File: config.mk
export PLATFORM = sky130hd
export DESIGN_NAME = up_down_counter_param
export DESIGN_NICKNAME = d
export VERILOG_FILES = /design/src/rtl/up_down_counter_param.sv
export SDC_FILE = /design/constraint.sdc
export NUM_CORES = 1
export LEC_CHECK = 0
export CAP_MARGIN = 20
export CORE_MARGIN = 8
export CORE_UTILIZATION = 30
export DETAILED_ROUTE_END_ITERATION = 7
export PLACE_DENSITY_LB_ADDON = 0.05
export SLEW_MARGIN = 25
export SYNTH_ARGS = -nofsm -noshare
export SYNTH_HDL_FRONTEND = slang
export SYNTH_SLANG_ARGS = --single-unit
File: constraint.sdc
create_clock -name clk -period 2.6 [get_ports clk]
set_input_delay 0.52 -clock clk [delete_from_list [all_inputs] [get_ports clk]]
set_output_delay 0.52 -clock clk [all_outputs]
set_load 0.005 [all_outputs]
File: src/rtl/up_down_counter_param.sv
// rtl/up_down_counter_param.sv - parameterised up/down counter with runtime limit, load and terminal count
module up_down_counter_param #(
    parameter int WIDTH    = 3,
    parameter bit SATURATE = 1'b0
) (
    input  logic             clk,
    input  logic             rst,
    input  logic             en,
    input  logic             up,
    input  logic             load,
    input  logic [WIDTH-1:0] load_val,
    input  logic [WIDTH-1:0] max_val,
    output logic [WIDTH-1:0] count,
    output logic             tc,
    output logic [1:0]       state
);

    typedef enum logic [1:0] {
        ST_IDLE = 2'b00,
        ST_UP   = 2'b01,
        ST_DOWN = 2'b10
    } state_t;

    localparam logic [WIDTH-1:0] ONE = WIDTH'(1);

    state_t           r_state;
    state_t           w_state_nxt;
    logic [WIDTH-1:0] r_count;
    logic [WIDTH-1:0] w_count_nxt;
    logic             r_tc;
    logic             w_tc_nxt;

    always_comb begin
        w_count_nxt = r_count;
        w_tc_nxt    = 1'b0;
        w_state_nxt = r_state;
        if (load) begin
            w_count_nxt = (load_val > max_val) ? max_val : load_val;
            w_state_nxt = ST_IDLE;
        end else if (en) begin
            w_state_nxt = up ? ST_UP : ST_DOWN;
            // A limit lowered under the current count snaps to the limit whatever the direction.
            if (r_count > max_val) begin
                w_count_nxt = max_val;
                w_tc_nxt    = 1'b1;
            end else if (up) begin
                if (r_count == max_val) begin
                    w_count_nxt = SATURATE ? max_val : '0;
                    w_tc_nxt    = 1'b1;
                end else begin
                    w_count_nxt = r_count + ONE;
                end
            end else begin
                if (r_count == '0) begin
                    w_count_nxt = SATURATE ? '0 : max_val;
                    w_tc_nxt    = 1'b1;
                end else begin
                    w_count_nxt = r_count - ONE;
                end
            end
        end
    end

    always_ff @(posedge clk or posedge rst) begin
        if (rst) begin
            r_count <= '0;
            r_tc    <= 1'b0;
            r_state <= ST_IDLE;
        end else begin
            r_count <= w_count_nxt;
            r_tc    <= w_tc_nxt;
            r_state <= w_state_nxt;
        end
    end

    assign count = r_count;
    assign tc    = r_tc;
    assign state = r_state;

endmodule
==> summary by stage <==
Global route
The via count of the first global-routing pass is 588. The number of antenna violations at the first check in global routing is 0. The total overflow left after global routing is 0.

The first global-routing pass estimated 2.70 mm of wire. Entering global routing, the biggest net connects 13 pins. The global-route total usage across every layer is 9.63%.

Logic synthesis
The combined area of all synthesized cells is 604 um^2. The post-synthesis sequential element count is 6. The arithmetic-cell share of the synthesized area counting full adders, half adders and majority gates is 18.6%. The dominant register cell in the synthesized netlist is dfrtp_1. Of all flip-flops after synthesis, the portion carrying an async set or reset was 100%. The simple-gate portion of the synthesized area is 18.0%. The synthesized design contains 0 enable-type register cells. The count of distinct cell types in the synthesized netlist is 29.

After synthesis, the mean cell area works out to 8.39 um^2. Yosys printed 0 warnings. In the synthesized netlist, the number of instances is 72. The area fraction in compound gates after synthesis is 20.1%. Of the total synthesized cell area, the portion taken by XOR and XNOR cells is 0%.

The share of the yosys chip area belonging to registers is 24.8%. Counting every net in the synthesized netlist gives 92. The largest family of logic cells by synthesized area is compound AO/OA/AOI/OAI gates. The share of synthesized area spent on multiplexers is 11.0%.

Setup path
The worst register-to-register path ends at count[0]. For the worst setup path, the data arrival time is 2.50 ns. The critical path capture point type is a register.

Broken down by cell family, the worst path's largest delay share belongs to compound AO/OA/AOI/OAI gates. Setup slack on the worst reg-to-reg path comes out at 0.59 ns. The worst setup path is of the input pin to register kind. The number of cells traversed by the worst register-to-register path is 6. The worst setup path is launched from an input pin. The slowest stage of the critical path is the clkdlybuf4s50_1 cell.

The required time of the critical path is 2.72 ns. The longest individual stage delay on the worst path is 0.47 ns. The critical path contains buffers and inverters numbering 2 combined.

Walking the worst path, the cells encountered are clkdlybuf4s50_1, inv_1, ha_1, a21oi_1, o21ai_2, a22oi_2, mux2_4, a211o_1. Of all nets on the critical path, the largest fanout is 4. The startpoint of the worst register-to-register path is count[2].

Status
The run finished with clean final reports.

Timing
The final count of pins violating max slew came to 0. In the final timing run, aggregate negative setup slack is 0 ns. The worst hold margin is 0.492 ns.

The setup-violating endpoint count in the final report is 0. The maximum operating frequency is 0.420 GHz. Setup repair after global routing left no endpoint under its margin. The total count of hold-check failures in the final report is 0. Counting I/O delays and the setup requirement, the final critical path takes 2.38 ns. For the pin with the worst max-slew slack, the measured transition is 0.411 ns. In the finished design, the share of the clock period the worst path needs comes to 91.6%. Between clock sinks in the finished design, the worst skew comes to 0.00159 ns. Measured against its own limit, the worst slew margin works out to 72.5%. Across all setup checks in the final design, the least slack found is 0.219 ns.

Job
The tool flagged a number of max-cap violations equal to 0.

Final layout
The fill cell instance count of the final layout is 210. The final layout net count is 114. 0 antenna diodes ended up in the layout. The area overhead of the layout relative to synthesis is 38.9%. The fraction of layout instances using a drive strength above 1 is 13.0%.

Die
The boundary pin count is 17. In this run the standard cell core region covers 1920 um^2. The initial utilization of the core area, before any placement, comes to 31.4%. The horizontal die dimension is 60.9 um. The die area is 3710 um^2. In this run the core area contains 16 standard-cell rows. The overall die height is 60.9 um.

Power and ir drop
Dividing total power by cell area gives a power density of 586 nW/um^2. The worst-case IR drop observed on VDD is 256 uV. For this design the static power due to leakage is 0.392 nW.

Clocking
Hold repair after CTS inserted 0 buffers. The H-tree depth is 1. The insertion delay of the later-clocked pin in the worst-skew pair is 0.24 ns.

The clock slew at the register clock pins of the worst setup and hold paths is 0.05 ns. TritonCTS built the clock tree. The CTS root buffer is clkbuf_4. The worst-case clock buffer depth is 2.

The count of cells resized by post-cts repair is 0. The total CTS buffers is 3. The number of setup buffers added after CTS is 0. The number of clock sinks seen by CTS is 6.

Detailed routing
The number of nets with antenna violations after routing is 0. The total iterations of the first detailed-routing run is 4. Dividing the detail-routed via count by the number of cells gives 4.82.

Detailed routing inserted a total of 573 vias. In the routed design, unresolved DRC markers number 0. The final wirelength is 1.58 mm.

After the first detailed-routing iteration, the DRC count stood at 22. The routed length per instance is 13.3 um.

Place
The congestion estimate from routability-driven global placement came to 0.722. Summed over all nets, the half-perimeter wirelength after detailed placement is 1.32 mm. The worst setup slack after placement is -0.0422 ns. The number of buffers inserted by port buffering is 16.

Worst hold path
The class of the tightest hold or removal check is input pin to asynchronous set/reset pin.
## area by class of cell
| cell class | instances | area (um^2) | area share (%) |
|---|---|---|---|
| Inverter | 9 | 33.8 | 4.02 |
| Sequential cell | 6 | 150 | 17.9 |
| Multi-Input combinational cell | 54 | 409 | 48.7 |
| Timing Repair Buffer | 20 | 190 | 22.7 |
| Clock buffer | 3 | 22.5 | 2.68 |
| Tap cell | 27 | 33.8 | 4.02 |
## metal layers
metal	vias up	wire length (um)	GRT usage (%)
met2	18	785	15.7
met1	256	710	11.7
met3	0	89	2.33
met5	-	0	0
li1	299	-	-
met4	0	0	3.99
## registers in the layout (all words and copies together), names as in the netlist
| register | flops |
|---|---|
| count | 3 |
| state | 2 |
| tc | 1 |
## cell usage after synthesis, drive strengths merged (2+ instances only)
| master | n | area, um^2 |
|---|---|---|
| a21oi | 4 | 20.0 |
| a22oi | 2 | 20.0 |
| a31oi | 2 | 12.5 |
| clkbuf | 3 | 11.3 |
| dfrtp | 6 | 150 |
| ha | 9 | 113 |
| inv | 9 | 33.8 |
| mux2 | 2 | 26.3 |
| mux2i | 4 | 40.0 |
| nand2 | 8 | 30.0 |
| nand3 | 3 | 15.0 |
| nor2 | 5 | 18.8 |
| o21ai | 3 | 18.8 |
## kinds of logic after synthesis
group / count (synthesis)
adder cells (fa/ha/maj): 9
AND/OR/NAND/NOR: 23
AO/OA/AOI/OAI: 16
buffers and inverters: 12
flip-flops: 6
multiplexers: 6
## worst max-delay path by stage
stage	endpoint	cells after the start	slack [ns]	startpoint
final	count[0]	8	0.22	max_val[2]
after global routing	count[0]	8	0.09	max_val[2]
after CTS	count[0]	8	0.22	max_val[2]
after detailed placement	count[0]	8	-0.04	max_val[2]
after global placement	count[0]	8	-0.001	max_val[2]
after floorplan	count[0]	7	0.49	max_val[2]
## report_power, final
part           leakage (nW)  total [W]  internal, W  switching (W)
combinational         0.303   0.000274     0.000149       0.000125
clock                0.0138  0.0000843    0.0000521      0.0000322
sequential           0.0754   0.000134     0.000111      0.0000227
total                 0.392   0.000492     0.000312       0.000180
## per-stage QoR
step	cell area, um^2	util, %	total power, W	instances
floorplan	604	-	0.000298	72
global placement	817	42.5	0.000415	116
detailed placement	817	42.5	0.000411	116
CTS	840	43.7	0.000499	119
global route	840	43.7	0.000539	119
finish	840	43.7	0.000492	119
## placed cells by master, fill, tap and decap left out, types with 2 or more instances in the layout
master	Yosys	final
nand3_1	3	3
a21oi_1	4	4
nand2_1	8	8
buf_4	0	4
mux2i_1	4	4
dfrtp_1	6	6
inv_1	9	9
a31oi_1	2	2
clkbuf_4	0	3
ha_1	9	9
clkdlybuf4s50_1	0	16
nor2_1	5	5
Power figures use the tool's default switching activity.
==> RTL change 1, RTL diff (config.mk and constraints unchanged) <==
Remove the register `r_tc`: a continuous assignment takes its place, so the output `tc` follows one clock earlier.
--- a/src/rtl/up_down_counter_param.sv
+++ b/src/rtl/up_down_counter_param.sv
@@ -65,12 +65,12 @@
         if (rst) begin
             r_count <= '0;
-            r_tc    <= 1'b0;
             r_state <= ST_IDLE;
         end else begin
             r_count <= w_count_nxt;
-            r_tc    <= w_tc_nxt;
             r_state <= w_state_nxt;
         end
     end
+
+    assign r_tc = w_tc_nxt;
 
     assign count = r_count;
Check against the original RTL: not equivalent (Yosys sat finds a counterexample within 4 cycles, from zero or initial values and one cycle with rst high).
==> RTL change 1 against the original RTL <==
- wire length grew 2.0%
- area after synthesis is 6.6% lower
- final area rose by 8.0%
- clock skew decreased by 0.0014 ns
- clock power grew 10%
- critical path depth unchanged
- setup slack got worse by 0.14 ns
- count of clock-buffer cells in the layout rose by 1
- die area is 4.9% lower
- sequential power shrank 25%
- total power down 3.7%
- synthesized cell count down 9.7%
- final cell count rose by 2.5%
- sequential cell count decreased by 1
- critical path type is now input port to output port
- largest cell class unchanged
==> RTL change 1: results (changes against the original RTL) <==
[placed_design]
place_hpwl_mm = 1.294  ; was 1.316 mm
gp_congestion = 0.8243  ; was 0.7224
place_area_sq_um = 849.6  ; was 817.0 sq um
pre_cts_ws_ns = -0.3182  ; was -0.04221 ns

[route]
vias = 564  ; was 573
drt_iter0_drc = 6  ; was 22
wl_met2_um = 726  ; was 785 um
route.met3.wl_um = 48  ; was 89 um
top_layer = met4  ; was met3

[final_layout]
multi_input_area_sq_um = 441.7  ; was 409.1 sq um
nNonClkBuffers = 29  ; was 20
n_fill_cell = 190  ; was 210
finalNonFillerCells = 122  ; was 119
drive_gt1_share_pct = 26.80  ; was 13.04%
clock_cell_area_share_pct = 2.897  ; was 2.683%
n_all_inverters = 8  ; was 9
area_delta_synth_final_pct = 60.75  ; was 38.92%
nonClkBufAreaFrac_pct = 27.86  ; was 22.65%
seq_share_pct = 13.79  ; was 17.88%
multi_input_cells = 51  ; was 54

[sta]
post-route-worst-setup-slack_ns = 0.07854  ; was 0.2193 ns
max_slew_margin_pct = 84.73  ; was 72.53%
finalClockSkew_ns = 0.0002394  ; was 0.001589 ns
hold_ws_ns = 0.4749  ; was 0.4921 ns

[yosys]
synthTopCellsByCount = 9 x ha_1, 8 x inv_1, 6 x mux2i_1  ; was 9 x ha_1, 9 x inv_1, 8 x nand2_1
yosysSeqAreaShare_pct = 22.17  ; was 24.84%
syn_inst = 65  ; was 72
yosys-top-cells-area = dfrtp_1 22%, ha_1 20%, mux2i_1 11%  ; was dfrtp_1 25%, ha_1 19%, mux2i_1 6.6%
syn_nets = 85  ; was 92
syn_area_per_cell_sq_um = 8.681  ; was 8.393 sq um
yosysUniqueCellTypes = 25  ; was 29

[global_route]
grt_start_max_net_pins = 11  ; was 13
grt_pass1_vias = 625  ; was 588
gr-usage-met1_pct = 12.58  ; was 11.72%
grtUsageTotal_pct = 10.05  ; was 9.632%

[critical_path]
rr_startpoint = count[0]$_DFFE_PP0P_  ; was count[2]$_DFFE_PP0P_
cp-endpoint = tc  ; was count[0]$_DFFE_PP0P_
rrSetupSlack_ns = 0.64  ; was 0.59 ns
cp_data_arrival_time_ns = 2.00  ; was 2.50 ns
ff2ff_path_depth = 8  ; was 6

[power]
sequentialPower_uw = 101  ; was 134 uW
internal_power_uw = 303.6  ; was 312.1 uW
p_leak_nw = 0.4263  ; was 0.3918 nW
comb_power_share_pct = 58.9  ; was 55.6%
clockPowerShare_pct = 19.6  ; was 17.1%

[outcome]
outcome = completed  ; unchanged

==> RTL change 1: what timing repair did <==
| action | in CTS | in global routing |
|---|---|---|
| setup endpoints to repair | 1 | 1 |
| gates resized for setup | 3 | 4 |
| buffers inserted | 0 | 0 |
| pin swaps | 0 | 2 |
==> RTL change 1: how the worst min path moves through the flow <==
stage	end	cells past startpoint
after floorplan	count[0]$_DFFE_PP0P_	1
after global placement	state[0]$_DFFE_PP0P_	2
after detailed placement	state[1]$_DFFE_PP0P_	2
after CTS	state[0]$_DFFE_PP0P_	2
after global routing	count[1]$_DFFE_PP0P_	2
final	count[0]$_DFFE_PP0P_	2
==> RTL change 1: cells by family after synthesis <==
kind of cell,after synthesis,share of synthesized area (%)
buf+inv,9,5.986
mux,8,15.30
simple gates,20,17.96
compound gates,13,17.07
flops,5,22.17
fa+ha+maj,9,19.96
xor+xnor,1,1.552
==> RTL change 2, RTL diff (same flow settings) <==
Made on the original files. The parameter `SATURATE` goes from 1'b0 to 1'b1.
--- a/src/rtl/up_down_counter_param.sv
+++ b/src/rtl/up_down_counter_param.sv
@@ -2,5 +2,5 @@
 module up_down_counter_param #(
     parameter int WIDTH    = 3,
-    parameter bit SATURATE = 1'b0
+    parameter bit SATURATE = 1'b1
 ) (
     input  logic             clk,
Behaviour: not the same (Yosys sat finds a counterexample within 4 cycles, from zero or initial values and one cycle with rst high).
==> RTL change 2 against the original RTL <==
- sequential cell count unchanged
- synthesized cell count rose by 4.2%
- via count fell by 0.70%
- clock power increased by 3.7%
- final area up 0.89%
- total power fell by 6.1%
- count of clock-buffer cells in the layout did not move
- final cell count is 0.84% higher
- wire length fell by 4.2%
- sequential share of layout area is 0.16 points lower
- worst hold slack got worse by 0.0038 ns
- area after synthesis rose by 3.9%
- setup slack improved by 0.14 ns
==> RTL change 2: results (changes against the original RTL) <==
[critical_path]
slowest_delay_ns = 0.51  ; was 0.47 ns
cp_top_family = compound AO/OA/AOI/OAI gates  ; unchanged
cp_data_arrival_time_ns = 2.37  ; was 2.50 ns

[route]
drt_iter0_drc = 3  ; was 22
vias_per_cell = 4.742  ; was 4.815
drt-total-wl_mm = 1.517  ; was 1.584 mm

[final_layout]
n_fill_cell = 226  ; was 210
nNetsFinal = 115  ; was 114
drive_gt1_share_pct = 7.527  ; was 13.04%

[placed_design]
place_hpwl_mm = 1.244  ; was 1.316 mm
gp_congestion = 0.7368  ; was 0.7224

[global_route]
grt_pass1_vias = 623  ; was 588
grt_start_max_net_pins = 14  ; was 13
gr-usage-met1_pct = 11.23  ; was 11.72%
met3_usage_pct = 3.704  ; was 2.331%
grtUsageTotal_pct = 9.450  ; was 9.632%
use_met2_pct = 14.92  ; was 15.69%
grt_first_pass_wirelength_mm = 2.704  ; was 2.697 mm

[sta]
max_slew_margin_pct = 70.54  ; was 72.53%
hold_ws_ns = 0.4883  ; was 0.4921 ns
finalClockSkew_ns = 0.0005437  ; was 0.001589 ns

[yosys]
syn_area_per_cell_sq_um = 8.375  ; was 8.393 sq um
yosysSeqAreaShare_pct = 23.90  ; was 24.84%
synthTopCellsByCount = 9 x ha_1, 8 x inv_1, 7 x mux2i_1, 7 x nor2_1, 6 x dfrtp_1  ; was 9 x ha_1, 9 x inv_1, 8 x nand2_1
syn_nets = 95  ; was 92
yosys-top-cells-area = dfrtp_1 24%, ha_1 18%, mux2i_1 11%  ; was dfrtp_1 25%, ha_1 19%, mux2i_1 6.6%

[outcome]
outcome = completed  ; unchanged

[power]
p_leak_nw = 0.3900  ; was 0.3918 nW

[RTL change 2: cell count changes after synthesis, moves of 2 or more]
cell and change:
a31oi_1 -2, clkbuf_1 -2, mux2i_1 +3, nand2_1 -3
nor2_1 +2, o21a_1 +2, o21ai_0 +2
[RTL change 2: cell families (layout without fill, tap and decap cells)]
kind of cell / count (synthesis) / after routing / synth area share [%]
simple gates: 24 / 24 / 18.73
compound gates: 18 / 18 / 21.51
buf+inv: 11 / 29 / 6.771
fa+ha+maj: 9 / 9 / 17.93
mux: 7 / 7 / 11.16
flops: 6 / 6 / 23.90
[RTL change 2: cell type report]
class	count	area [sq um]	area share, %
Timing Repair Buffer	18	175.2	20.68
Sequential cell	6	150.1	17.73
Clock buffer	3	22.52	2.659
Tap cell	27	33.78	3.988
Inverter	8	30.03	3.545
Multi-Input combinational cell	58	435.4	51.40
[RTL change 2: final timing paths]
kind / from / end / slack, ns / depth (start not counted)
max in group asynchronous: rst / state[0]$_DFFE_PP0P_ / 1.92 / 2
min in group clk: state[0]$_DFFE_PP0P_ / state[0]$_DFFE_PP0P_ / 0.51 / 2
hold reg to reg: state[0]$_DFFE_PP0P_ / state[0]$_DFFE_PP0P_ / 0.51 / 2
hold / removal: rst / tc$_DFF_PP0_ / 0.49 / 2
setup reg to reg: count[0]$_DFFE_PP0P_ / count[2]$_DFFE_PP0P_ / 0.72 / 7
setup / recovery: max_val[2] / count[2]$_DFFE_PP0P_ / 0.36 / 8
[RTL change 2: per-layer routing]
layer	wire [um]	vias up
li1	-	302
met1	705	253
met2	722	12
met3	69	2
met4	19	0
met5	0	-
[RTL change 2: power by group]
part | internal (mW) | switching (mW)
sequential | 0.110 | 0.0225
clock | 0.0523 | 0.0351
combinational | 0.128 | 0.114
total | 0.290 | 0.172
[RTL change 2: per-stage QoR]
step / utilization [%] / instance area [sq um] / setup WS, ns
finish: 43.18 / 847.1 / 0.3610
CTS: 43.18 / 847.1 / 0.3648
floorplan: - / 628.1 / 0.7471
global placement: 42.03 / 824.5 / 0.09907
detailed placement: 42.03 / 824.5 / 0.1167
global route: 43.18 / 847.1 / 0.2188
[RTL change 2: worst reg2reg max path: cells and delay by family (launching register included)]
kind	cells	cell delay, ns
buf+inv	1	0.11
simple gates	1	0.13
fa+ha+maj	1	0.31
compound gates	4	0.78
flops	1	0.42
